$ cat config.mk
export PLATFORM = sky130hd
export DESIGN_NAME = fetch_unit
export DESIGN_NICKNAME = d
export VERILOG_FILES = /design/src/rtl/fetch_pkg.sv /design/src/rtl/fetch_queue.sv /design/src/rtl/fetch_unit.sv
export SDC_FILE = /design/constraint.sdc
export NUM_CORES = 1
export LEC_CHECK = 0
export CORE_ASPECT_RATIO = 1.75
export CORE_MARGIN = 2
export CORE_UTILIZATION = 60
export CTS_CLUSTER_SIZE = 10
export DETAILED_ROUTE_END_ITERATION = 7
export GPL_TIMING_DRIVEN = 0
export PLACE_DENSITY = 0.87
export SLEW_MARGIN = 20
export SYNTH_ARGS = -nofsm -noshare
export SYNTH_HDL_FRONTEND = slang
export SYNTH_HIERARCHICAL = 1
export SYNTH_SLANG_ARGS = --single-unit
$ cat constraint.sdc
create_clock -name clk -period 5.6 [get_ports clk]
set_input_delay 0.56 -clock clk [delete_from_list [all_inputs] [get_ports clk]]
set_output_delay 0.56 -clock clk [all_outputs]
set_load 0.02 [all_outputs]
$ cat src/rtl/fetch_pkg.sv
// Shared types and constants for the instruction fetch stage.
// Holds the fetch FSM state encoding, PC increments and the queue entry layout.
package fetch_pkg;

  typedef enum logic [1:0] {
    BOOT  = 2'd0,
    FETCH = 2'd1,
    FULL  = 2'd2
  } state_t;

  localparam logic [31:0] PC_INC     = 32'd4;
  localparam logic [31:0] R15_OFFSET = 32'd8;

  typedef struct packed {
    logic [31:0] word;
    logic [31:0] pc;
  } entry_t;

endpackage

$ cat src/rtl/fetch_queue.sv
// In-order DEPTH-entry instruction queue; pushed data is readable from the next cycle.
// A push is dropped only when full with no pop in the same cycle; flush beats push.
module fetch_queue
  import fetch_pkg::*;
#(
  parameter int DEPTH = 4
) (
  input  logic                       clk,
  input  logic                       rst_n,
  input  logic                       i_push,
  input  logic                       i_pop,
  input  logic                       i_flush,
  input  entry_t                     i_dat,
  output entry_t                     o_head,
  output logic [$clog2(DEPTH+1)-1:0] o_count,
  output logic                       o_full,
  output logic                       o_empty
);

  localparam int PW = $clog2(DEPTH);
  localparam int CW = $clog2(DEPTH+1);

  entry_t          r_mem [DEPTH];
  logic [PW-1:0]   r_wptr;
  logic [PW-1:0]   r_rptr;
  logic [CW-1:0]   r_count;
  logic            w_push;
  logic            w_pop;

  assign o_count = r_count;
  assign o_full  = (r_count == CW'(DEPTH));
  assign o_empty = (r_count == '0);
  assign o_head  = r_mem[r_rptr];

  assign w_pop  = i_pop & ~o_empty;
  assign w_push = i_push & (~o_full | w_pop);

  // DEPTH is a power of two, so the pointers wrap by plain overflow.
  always_ff @(posedge clk or negedge rst_n) begin
    if (!rst_n) begin
      r_wptr  <= '0;
      r_rptr  <= '0;
      r_count <= '0;
      for (int i = 0; i < DEPTH; i++) begin
        r_mem[i] <= '0;
      end
    end else if (i_flush) begin
      r_wptr  <= '0;
      r_rptr  <= '0;
      r_count <= '0;
    end else begin
      if (w_push) begin
        r_mem[r_wptr] <= i_dat;
        r_wptr        <= r_wptr + PW'(1);
      end
      if (w_pop) begin
        r_rptr <= r_rptr + PW'(1);
      end
      if (w_push && !w_pop) begin
        r_count <= r_count + CW'(1);
      end else if (w_pop && !w_push) begin
        r_count <= r_count - CW'(1);
      end
    end
  end

endmodule

$ cat src/rtl/fetch_unit.sv
// Fetch stage: PC, imem valid/ready requests, in-order queue to decode, PCSrc redirect; 1-cycle latency.
// Requests stop while the queue is full; FETCH_BYPASS_EN adds a zero-latency path when the queue is empty.
module fetch_unit
  import fetch_pkg::*;
#(
  parameter int          DEPTH    = 4,
  parameter logic [31:0] RESET_PC = 32'h0000_0000
) (
  input  logic        clk,
  input  logic        reset,
  output logic        imem_req,
  output logic [31:0] imem_addr,
  input  logic        imem_ready,
  input  logic [31:0] imem_rdata,
  output logic        instr_valid,
  output logic [31:0] instr,
  output logic [31:0] instr_pc,
  output logic [31:0] instr_pc8,
  input  logic        instr_ready,
  input  logic        PCSrc,
  input  logic [31:0] branch_target
);

  localparam int            CW   = $clog2(DEPTH+1);
  localparam logic [CW-1:0] LAST = CW'(DEPTH-1);

  state_t        r_state;
  logic          r_imem_req;
  logic [31:0]   r_fpc;

  entry_t        w_head;
  entry_t        w_push_dat;
  logic [CW-1:0] w_count;
  logic          w_full;
  logic          w_empty;
  logic          w_hs;
  logic          w_push;
  logic          w_qpop;
  logic          w_byp;
  logic          w_byp_take;
  logic          w_unused;

  assign w_hs   = r_imem_req & imem_ready;
  assign w_qpop = ~w_empty & instr_ready;

`ifdef FETCH_BYPASS_EN
  assign w_byp      = w_empty & w_hs & ~PCSrc;
  assign w_byp_take = w_byp & instr_ready;
`else
  assign w_byp      = 1'b0;
  assign w_byp_take = 1'b0;
`endif

  // A redirect discards the word returned in the same cycle.
  assign w_push          = w_hs & ~PCSrc & ~w_byp_take;
  assign w_push_dat.word = imem_rdata;
  assign w_push_dat.pc   = r_fpc;

  assign w_unused = &{1'b0, branch_target[1:0]};

  fetch_queue #(
    .DEPTH (DEPTH)
  ) u_queue (
    .clk     (clk),
    .rst_n   (reset),
    .i_push  (w_push),
    .i_pop   (w_qpop),
    .i_flush (PCSrc),
    .i_dat   (w_push_dat),
    .o_head  (w_head),
    .o_count (w_count),
    .o_full  (w_full),
    .o_empty (w_empty)
  );

  assign imem_req    = r_imem_req;
  assign imem_addr   = r_fpc;
  assign instr_valid = ~w_empty | w_byp;
  assign instr       = w_byp ? imem_rdata : w_head.word;
  assign instr_pc    = w_byp ? r_fpc      : w_head.pc;
  assign instr_pc8   = instr_pc + R15_OFFSET;

  // Only FETCH raises a request and FETCH is left the moment the last slot fills,
  // so every issued request has a free slot at push time.
  always_ff @(posedge clk or negedge reset) begin
    if (!reset) begin
      r_state    <= BOOT;
      r_imem_req <= 1'b0;
      r_fpc      <= RESET_PC;
    end else if (PCSrc) begin
      r_state    <= FETCH;
      r_imem_req <= 1'b1;
      r_fpc      <= {branch_target[31:2], 2'b00};
    end else begin
      case (r_state)
        BOOT: begin
          r_state    <= FETCH;
          r_imem_req <= 1'b1;
        end
        FETCH: begin
          if (w_hs) begin
            r_fpc <= r_fpc + PC_INC;
            if (w_push && !w_qpop && (w_count == LAST)) begin
              r_state    <= FULL;
              r_imem_req <= 1'b0;
            end
          end
        end
        FULL: begin
          if (w_qpop || !w_full) begin
            r_state    <= FETCH;
            r_imem_req <= 1'b1;
          end
        end
        default: begin
          r_state    <= BOOT;
          r_imem_req <= 1'b0;
        end
      endcase
    end
  end

endmodule

# [Word level (Yosys, flattened, before mapping)]
# Cells that the tools add are included.
[classes] add_sub_neg=6 order_cmp=3 n_eq_ne=7 mux=26 bitwise=11 n_reduce_logical=20
[ops] op="$bwmux 256" count=1
[ops] op="$mux 64" count=3
[ops] op="$bmux 64 s2" count=1
[ops] op="$demux 64 s2" count=1
[ops] op="$mux 32" count=3
[ops] op="$add 32x3->32 const B" count=1
[ops] op="$add 32x4->32 const B" count=1
[ops] op="$mux 2" count=8
[ops] op="$mux 3" count=3
[ops] op="$ne 3x3->1 const B" count=3
[ops] op="$reduce_bool 2->1" count=4
[ops] op="$ge 3x3->1 const B" count=2
[ops] op="$not 2->3" count=2
[ops] op="$pmux 2 s3" count=1
[ops] op="$and 1x1->1" count=5
[ops] op="$logic_and 1x1->1" count=5
[ops] op="$add 2x1->2 const B" count=2
[ops] op="$logic_not 1->1" count=4
[ops] op="$mux 1" count=4
[ops] op="$reduce_and 2->1" count=2
[ops] op="$add 3x1->3 const B" count=1
[ops] op="$eq 3x2->1 const B" count=1
[ops] op="$eq 3x3->1 const B" count=1
[ops] op="$logic_not 3->1" count=1
[ops] op="other kinds (11)" count=13
[word_totals] ff_bits=298 in_bits=69 wordCells=87

# [Depth between registers and ports, before layout]
# Gate-level depths: netlist of the first run.
[logic_depth] word_depth=11 mapped_depth=13 depth_no_buf=11

# [Modules after synthesis]
# The synthesis of the first run kept the hierarchy.
[modules_own_cells] module="fetch_queue" instances=1 cells_each=682 area_per_inst_um2=11519.8
[modules_own_cells] module="fetch_unit" instances=1 cells_each=314 area_per_inst_um2=2646.3

# [Least setup slack after synthesis of the first run]
# Ideal clock, no wire load.
[synth_path] path_kind="reg2out" start="reg u_queue.r_rptr[1]" end="out instr_pc8[27]" arrival_ns=2.718 slack_ns=2.322 stages_incl_launch_ff=9 path_buffers=2 path_cell_list="dfrtp_1 -> clkbuf_1 -> clkbuf_1 -> mux4_2 -> ha_1 -> nand2_1 -> nor4_4 -> nand4_1 -> xnor2_1"
[synth_via] elab_chain_len=5
[synth_lines] item="from (decl)" line="fetch_queue.sv:25" text="logic [PW-1:0] r_rptr;"
[synth_lines] item="from (signal assigned)" line="fetch_queue.sv:57" text="r_rptr <= r_rptr + PW'(1);"
[synth_lines] item="$not 2->3 (not written as such)" line="fetch_queue.sv:33" text="assign o_head = r_mem[r_rptr];"
[synth_lines] item="$bmux 64 s2" line="fetch_queue.sv:33"
[synth_lines] item="$mux 64 (not written as such) (2 in a row)" line="fetch_queue.sv:33"
[synth_lines] item="named net instr_pc[3]" line="fetch_unit.sv:17" text="output logic [31:0] instr_pc,"
[synth_lines] item="$add 32x4->32" line="fetch_unit.sv:81" text="assign instr_pc8 = instr_pc + R15_OFFSET;"
[synth_lines] item="to (decl)" line="fetch_unit.sv:18" text="output logic [31:0] instr_pc8,"
# The timed path passes the listed nets, and every way through them passes these cells. The select of a mux whose other input is x is not followed.

# [Final worst setup path of the first run]
[layout_path] start="reg u_queue.r_rptr[1]" end="out instr_pc8[29]"
[layout_via] elab_chain_len=5
[layout_lines] item="$not 2->3 (not written as such)" line="fetch_queue.sv:33"
[layout_lines] item="$bmux 64 s2" line="fetch_queue.sv:33"
[layout_lines] item="$mux 64 (not written as such) (2 in a row)" line="fetch_queue.sv:33"
[layout_lines] item="$add 32x4->32" line="fetch_unit.sv:81"
# Every way passes these cells. The select of a mux whose other input is x is not followed.

==> results of run 1 <==
[layout by cell type, fill, tap and decap left out, types with 5 or more instances in the layout]
cell,instances
nor2_1,30
mux2_1,166
xor2_1,15
dfrtp_1,295
and4_1,6
nand2b_1,5
nand2_1,41
buf_4,7
or4_1,13
o31ai_1,10
clkdlybuf4s50_1,193
nand4_1,22
a31oi_1,13
buf_2,37
nor3_1,5
conb_1,10
xnor2_1,26
inv_1,10
o21ai_0,17
mux2_2,93
clkbuf_1,15
nand3_1,27
ha_1,6
clkbuf_16,37
or3_1,8
mux4_2,64
and3_1,9
[through the flow]
| step | area (um^2) | setup TNS, ps | power (mW) | hold slack [ps] | utilization, % |
|---|---|---|---|---|---|
| 6_report | 17600 | 0 | 8.51 | 31.3 | 75.6 |
| 5_1_grt | 17600 | 0 | 8.90 | 73.3 | 75.6 |
| 4_1_cts | 17600 | 0 | 8.58 | 60.4 | 75.6 |
| 3_5_place_dp | 16600 | 0 | 6.55 | 469 | 71.5 |
| 3_3_place_gp | 16500 | -2398540 | 6.43 | 461 | 71.1 |
| 2_1_floorplan | 14200 | 0 | 5.08 | 264 | - |
[power groups by stage]
stage / logic, mW / registers [mW] / clock network (mW)
finish: 3.41 / 3.11 / 1.99
floorplan: 2.07 / 3.01 / 0
global route: 3.61 / 3.18 / 2.11
CTS: 3.45 / 3.10 / 2.03
global placement: 3.34 / 3.08 / 0
detailed placement: 3.43 / 3.13 / 0
[synthesized netlist by cell type (all sizes together), types with 3 or more instances]
| cell | number |
|---|---|
| nor4bb | 4 |
| dfrtp | 295 |
| buf | 50 |
| xnor2 | 26 |
| nand4 | 24 |
| nor3 | 5 |
| a31oi | 13 |
| or3 | 8 |
| nor2 | 30 |
| clkbuf | 14 |
| o31ai | 10 |
| and3 | 9 |
| and4 | 9 |
| or4 | 13 |
| mux2 | 259 |
| nand3 | 28 |
| nor2b | 4 |
| inv | 10 |
| nand2 | 41 |
| mux2i | 3 |
| mux4 | 64 |
| nand2b | 5 |
| ha | 6 |
| o21ai | 17 |
| xor2 | 15 |
| nor4 | 6 |
[layer usage]
layer | routed length, um | track usage, % | vias to the layer above
li1 | - | - | 4170
met1 | 12300 | 32.8 | 4904
met2 | 18800 | 50.7 | 315
met3 | 1560 | 3.79 | 81
met4 | 1400 | 12.2 | 2
met5 | 11 | 0 | -
[critical path, cell delays in order (launching register included)]
cell             delay [ps]
dfrtp_1                 340
clkbuf_1                630
clkbuf_1                570
mux4_2                  450
ha_1                    300
nand2_1                 130
nor4_4                  730
nand4_1                 200
xnor2_1                 190
clkdlybuf4s50_1         630
[path summary, 6_finish.rpt]
check                                        start            endpoint  slack (ps)  depth (start not counted)
worst max-delay path             u_queue/r_rptr[1]       instr_pc8[29]         360                          9
worst min-delay path                         reset  u_queue/r_mem[167]          30                          1
worst max register to register  u_queue/o_count[0]   u_queue/r_mem[83]        2890                         11
worst min register to register  u_queue/r_mem[106]  u_queue/r_mem[106]         480                          1
max in group asynchronous                    reset    u_queue/r_mem[2]        4040                          4
min in group clk                u_queue/r_mem[106]  u_queue/r_mem[106]         480                          1
[logic make-up (layout without fill, tap and decap cells)]
logic type                 Yosys count  in the layout  share of synthesized area, %
adders and majority gates            7              7                         0.671
buffers and inverters               77            313                          2.78
and+or+nand+nor                    195            195                          8.36
AOI/OAI and AO/OA                   54             54                          2.53
xor gates and xnor gates            41             41                          2.53
DFF                                295            295                          52.1
other                                1             11                        0.0265
muxes                              326            326                          31.0
[state kept, by name, indices dropped and copies added (netlist names)]
register	flops
r_state	2
u_queue/r_rptr	2
imem_addr	30
u_queue/r_wptr	2
u_queue/r_mem	256
u_queue/o_count	3
[final cells by class]
cell class / instances / area share (%)
repair buffers: 197 / 11.5
clock buffers: 38 / 5.29
flip-flops and latches: 295 / 42.0
multi-input cells: 633 / 36.6
inverters: 11 / 0.235
clock inverters: 1 / 0.171
plain buffers: 66 / 2.01
diodes: 1 / 0.0142
well taps: 304 / 2.16
==> flow_summary.ini, run 1 <==
[outcome]
run_status = completed

[pwr]
pwr-share-comb_pct = 40.1
switching_share_pct = 32.6
power.static_leakage_nw = 7.75
power_frac_seq_pct = 36.6
powerDensity_nw_per_um2 = 484
pwr-share-clk_pct = 23.4
peakVddDrop_mv = 0.494
p_int_mw = 5.74
switching_power_mw = 2.77

[sta]
post-route-min-period_ps = 5240
fin_worst_skew_ps = 12.3
clock.fmax_mhz = 191
tightest_slew_ps = 950
rsz0062_at_grt = false
finalCritPeriodShare_pct = 93.7
relSlewSlack_pct = 36.6
postLayoutSetupSlackWorst_ps = 355
setup_viol = 0
slew_violations = 0
hold_viol = 0

[layout]
final_nets = 1315
area_growth_pct = 24.0
final_cells = 1546
multiInputGateArea_um2 = 6420
seq_area_um2 = 7380
fill_cells = 1460
drive_above_1_share_pct = 21.0

[logic_synthesis]
netlist_instances = 996
synth_seq_cells = 295
postSynth.asyncResetShare_pct = 100
syn_area_per_cell_um2 = 14.2
ys.flop_type = dfrtp_1
ys_warn_count = 6
seq_area_frac_synth_pct = 52.1
synth.distinct_cells = 58
synth_area_um2 = 14200
synth_edf_count = 0
synth_area_leader_cell = dfrtp_1
synth_top_area_share_pct = 52.1
synthTopCellsByArea = dfrtp_1, mux2_1, mux4_2

[detailed_routing]
wl_mm = 34.0
drtIter0Drc = 581
via_per_inst = 6.13
wl_per_cell_um = 22.0
drtPass1Iterations = 5
ant_nets = 0
vias = 9472
route.detailed.drc = 0

[global_route]
grt_max_degree = 91
grt_pass1_vias = 9964
grt_first_pass_wirelength_mm = 54.3
grt_use_total_pct = 28.0
antenna_found_initial = 2
grt_remaining_overflow = 0

[setup_path]
critPathLaunchType = flop
endpoint_kind = output pin
crit_fanout = 10
crit_arrival_ps = 4680
critical_path_class = reg -> out
cp.required_ps = 5040

[floorplanning]
row_count = 74
die_h_um = 207
ios = 199
dieArea_um2 = 24900
initial_core_util_pct = 61.0
die_w_um = 120
core-area_um2 = 23200

[clock_network]
clock_latency_ps = 500
numCtsBuffers = 35
post_cts_buffers = 0
post_cts_resized = 0
cts.sinks = 295
cts_hold_buf = 0
htreeDepth = 2
clock_tree.root_cell = clkbuf_16
cts_tree = done
cts_max_path_buffers = 3
path_clk_slew_ps = 60

[hold_path]
min_path_type = in -> async

[placed_design]
io_buffer_count = 194
gp_congestion = 0.892
dpl.hpwl_mm = 23.7
dp.cells = 1506
pre_cts_slack_ps = 825

[run]
maxCapViolations = 0
Power figures use the tool's default switching activity.
==> inputs of run 2 (changes only) <==
--- a/config.mk
+++ b/config.mk
@@ -10,7 +10,6 @@
 export CORE_UTILIZATION = 60
 export CTS_CLUSTER_SIZE = 10
 export DETAILED_ROUTE_END_ITERATION = 7
-export GPL_TIMING_DRIVEN = 0
 export PLACE_DENSITY = 0.87
 export SLEW_MARGIN = 20
 export SYNTH_ARGS = -nofsm -noshare
==> run 2 against run 1 <==
Total power shrank 0.84%; combinational power fell by 2%; clock-buffer cell count is 1 higher; non-clock buffer count decreased by 55; via count fell by 2.2%; sequential power rose by 2%; design area decreased by 1.6%; worst hold slack lost 22 ps; clock power fell by 2%; first-iteration DRC count grew 15%; flip-flop and latch count unchanged; largest cell class unchanged; largest power group unchanged; highest routed layer is now met4.
==> flow_summary.ini, run 2 (same netlist as run 1, synthesis figures left out) <==
[outcome]
run_status = completed

[sta]
fin_worst_skew_ps = 12.8
finalCritPeriodShare_pct = 81.2
relSlewSlack_pct = 29.6
setup_viol = 0
tightest_slew_ps = 1060
rsz0062_at_grt = false
slew_violations = 0
final.setup.tns_ps = 0
postLayoutSetupSlackWorst_ps = 1050
post-route-min-period_ps = 4550
hold_viol = 0
clock.fmax_mhz = 220
holdWs_ps = 9.27

[global_route]
grt_use_total_pct = 27.3
grt_max_degree = 156
grt_first_pass_wirelength_mm = 53.2
antenna_found_initial = 1
grt_remaining_overflow = 0
grt_pass1_vias = 9950

[floorplanning]
row_count = 74
dieArea_um2 = 24900
initial_core_util_pct = 61.0
core-area_um2 = 23200
die_w_um = 120
ios = 199
die_h_um = 207

[setup_path]
worst-path-buf-inv = 1
cp.required_ps = 5040
path_cells = mux4_2 -> nand4_1 -> nor4_4 -> nand3_1 -> xnor2_1 -> clkdlybuf4s50_1
critPathSlowestCell = dfrtp_2
crit_arrival_ps = 3990
cp.depth = 6
reg2reg_depth = 5
critPathTopFamily = simple AND/OR/NAND/NOR gates
crit_fanout = 27
endpoint_kind = output pin
cpPeakStageDelay_ps = 830
critPathLaunchType = flop
critical_path_class = reg -> out

[detailed_routing]
vias = 9263
via_per_inst = 6.21
drtIter0Drc = 668
drtPass1Iterations = 5
route.detailed.drc = 0
wl_mm = 33.0
wl_per_cell_um = 22.1
ant_nets = 0

[clock_network]
clock_latency_ps = 500
htreeDepth = 2
post_cts_resized = 0
cts_max_path_buffers = 3
clock_tree.root_cell = clkbuf_16
cts.sinks = 295
cts_hold_buf = 0
cts_tree = done
numCtsBuffers = 35
post_cts_buffers = 0
path_clk_slew_ps = 50

[run]
maxCapViolations = 0

[placed_design]
dp.cells = 1451
dpl.hpwl_mm = 21.4
gp_congestion = 0.846
pre_cts_slack_ps = 1540
io_buffer_count = 194

[layout]
final_cells = 1492
final_nets = 1260
final_cell_mix = dfrtp_1, clkdlybuf4s50_1, mux2_1
drive_above_1_share_pct = 19.5
area_growth_pct = 22.1
largest_register_ffs = 256
utilization_pct = 74.4
top_register = u_queue/r_mem
final_common_cell = dfrtp_1

[hold_path]
min_path_type = in -> async

[pwr]
peakVddDrop_mv = 0.300
power.static_leakage_nw = 7.49
powerDensity_nw_per_um2 = 488
## run 2: worst paths after layout
kind	start	to	slack [ps]
worst min-delay path	reset	u_queue/r_mem[234]	9
worst max-delay path	u_queue/r_rptr[1]	instr_pc8[28]	1050
worst min register to register	u_queue/r_mem[90]	u_queue/r_mem[90]	480
worst max register to register	r_state[0]	u_queue/r_mem[0]	2670
min in group clk	u_queue/r_mem[90]	u_queue/r_mem[90]	480
max in group asynchronous	reset	u_queue/r_mem[253]	4310
## run 2: worst reg2reg max path, delay by kind of cell, from the launching register on
family,cells,cell delay (ps)
multiplexers,1,450
AND/OR/NAND/NOR,3,1010
flip-flops,1,500
buffers and inverters,1,850
## run 2: cell type report
cell class,count,area (um^2)
Clock buffer,39,933
Timing Repair Buffer,208,2060
Tap cell,304,380
Inverter,11,41.3
Fill cell,1486,5940
Multi-Input combinational cell,633,6480
Antenna cell,1,2.50
Clock inverter,1,7.51
Sequential cell,295,7390
## run 2: per-stage QoR
stage / cell area [um^2] / total power, mW
3_3_place_gp: 16400 / 6.38
4_1_cts: 17300 / 8.50
5_1_grt: 17300 / 8.82
3_5_place_dp: 16400 / 6.51
6_report: 17300 / 8.44
2_1_floorplan: 14200 / 5.08
## run 2: power by group
group          leakage [nW]  total [mW]  switching (mW)  internal, mW
clock                 0.458        1.95           0.786          1.16
combinational          3.24        3.33            1.57          1.76
sequential             3.80        3.16           0.420          2.74
## run 2: per-layer routing
metal | track usage, % | wire length [um]
met5 | 0 | 0
met4 | 12.7 | 1340
met3 | 4.09 | 1610
met2 | 48.2 | 18100
met1 | 32.5 | 12000
==> inputs of run 3 (changes only) <==
--- a/config.mk
+++ b/config.mk
@@ -7,10 +7,10 @@
 export LEC_CHECK = 0
 export CORE_ASPECT_RATIO = 1.75
 export CORE_MARGIN = 2
-export CORE_UTILIZATION = 60
+export CORE_UTILIZATION = 55
 export CTS_CLUSTER_SIZE = 10
 export DETAILED_ROUTE_END_ITERATION = 7
-export PLACE_DENSITY = 0.87
+export PLACE_DENSITY = 0.8
 export SLEW_MARGIN = 20
 export SYNTH_ARGS = -nofsm -noshare
 export SYNTH_HDL_FRONTEND = slang
==> constraint.sdc (replaced) <==
create_clock -name clk -period 4.5 [get_ports clk]
set_input_delay 0.45 -clock clk [delete_from_list [all_inputs] [get_ports clk]]
set_output_delay 0.45 -clock clk [all_outputs]
set_load 0.02 [all_outputs]
==> run 3 against run 2 <==
Global-route usage fell by 2.9 points; clock skew fell by 4.2 ps; register-to-register slack got worse by 850 ps; setup slack got worse by 730 ps; first-iteration DRC count down 26%; flip-flop and latch count unchanged; non-clock buffer count rose by 6; design area up 0.85%; via count is 0.92% lower; die area is 8.8% higher; critical endpoint is now instr_pc8[29].
==> flow_summary.ini, run 3 (same netlist as run 1, synthesis figures left out) <==
[floorplanning]
die_h_um = 216
die_w_um = 125
ios = 199
initial_core_util_pct = 55.9
dieArea_um2 = 27100
row_count = 77
core-area_um2 = 25300

[layout]
final_common_cell = dfrtp_1
final_nets = 1266
largest_register_ffs = 256
top_register = u_queue/r_mem
utilization_pct = 68.8
drive_above_1_share_pct = 19.8
area_growth_pct = 23.1
final_cell_mix = dfrtp_1, clkdlybuf4s50_1, mux2_1
final_cells = 1513
fill_cells = 1776

[clock_network]
cts.sinks = 295
numCtsBuffers = 35
htreeDepth = 2
cts_tree = done
cts_max_path_buffers = 3
post_cts_resized = 0
clock_latency_ps = 500
clock_tree.root_cell = clkbuf_16
path_clk_slew_ps = 50
post_cts_buffers = 0
cts_hold_buf = 0

[detailed_routing]
ant_nets = 0
wl_mm = 32.8
drtIter0Drc = 497
via_per_inst = 6.07
route.detailed.drc = 0
vias = 9178
drtPass1Iterations = 5
wl_per_cell_um = 21.7

[pwr]
powerDensity_nw_per_um2 = 603
finalPower_mw = 10.5
peakVddDrop_mv = 0.425
power.static_leakage_nw = 7.56

[placed_design]
gp_congestion = 0.801
io_buffer_count = 194
pre_cts_slack_ps = 857
dp.cells = 1467
dpl.hpwl_mm = 21.4

[sta]
clock.fmax_mhz = 239
relSlewSlack_pct = 50.1
final.setup.tns_ps = 0
rsz0062_at_grt = false
setup_viol = 0
slew_violations = 0
post-route-min-period_ps = 4180
tightest_slew_ps = 744
hold_viol = 0
postLayoutSetupSlackWorst_ps = 321
finalCritPeriodShare_pct = 92.9
fin_worst_skew_ps = 8.64

[run]
maxCapViolations = 0

[global_route]
antenna_found_initial = 4
grt_first_pass_wirelength_mm = 52.6
grt_remaining_overflow = 0
grt_pass1_vias = 9629
grt_max_degree = 140
grt_use_total_pct = 24.4

[setup_path]
crit_arrival_ps = 3730
critPathLaunchType = flop
crit_fanout = 24
r2r_slack_ps = 1820
endpoint_kind = output pin
cp.required_ps = 4050
critical_path_class = reg -> out

[outcome]
run_status = completed

[hold_path]
min_path_type = in -> reg
-- run 3: stage by stage --
stage | cell area, um^2 | hold WS [ps]
after detailed placement | 16400 | 469
after floorplan | 14200 | 154
after global placement | 16400 | 461
final | 17400 | 453
after global routing | 17400 | 487
after CTS | 17400 | 134
-- run 3: worst max-delay path, stage by stage (launching register included) --
cell             delay (ps)
dfrtp_2                 850
mux4_2                  450
ha_1                    300
nand2_1                 120
nor4_4                  280
buf_4                   260
nand4_1                 140
xnor2_1                 180
clkdlybuf4s50_1         620
-- run 3: path summary, 6_finish.rpt --
| path | startpoint | end | cells after the start |
|---|---|---|---|
| setup / recovery | u_queue/r_rptr[1] | instr_pc8[29] | 8 |
| hold / removal | PCSrc | imem_addr[27] | 3 |
| setup reg to reg | u_queue/o_count[0] | u_queue/r_mem[90] | 8 |
| max in group asynchronous | reset | u_queue/r_mem[50] | 4 |
| min in group asynchronous | reset | u_queue/r_mem[102] | 2 |
| hold reg to reg | u_queue/r_mem[126] | u_queue/r_mem[126] | 1 |
-- run 3: layout make-up --
type	instances	area (um^2)	share of cell area [%]
sequential	295	7390	42.4
multi-input combinational	633	6480	37.2
timing repair buffer	214	2160	12.4
clock buffer	42	965	5.53
tap	316	395	2.27
inverter	11	41.3	0.237
antenna	2	5.00	0.0287
-- run 3: metal layers --
layer	global-route usage, %	vias up	part of all wire [%]
met5	0	-	0.082
met4	9.56	4	3.6
met3	4.07	72	4.6
met2	43.8	253	54
met1	29.4	4763	38
li1	-	4086	-
-- run 3: report_power, final --
group / internal, mW / switching (mW) / total, mW / leakage [nW]
clock network: 1.48 / 0.986 / 2.47 / 0.474
registers: 3.41 / 0.500 / 3.91 / 3.80
logic: 2.20 / 1.93 / 4.13 / 3.28
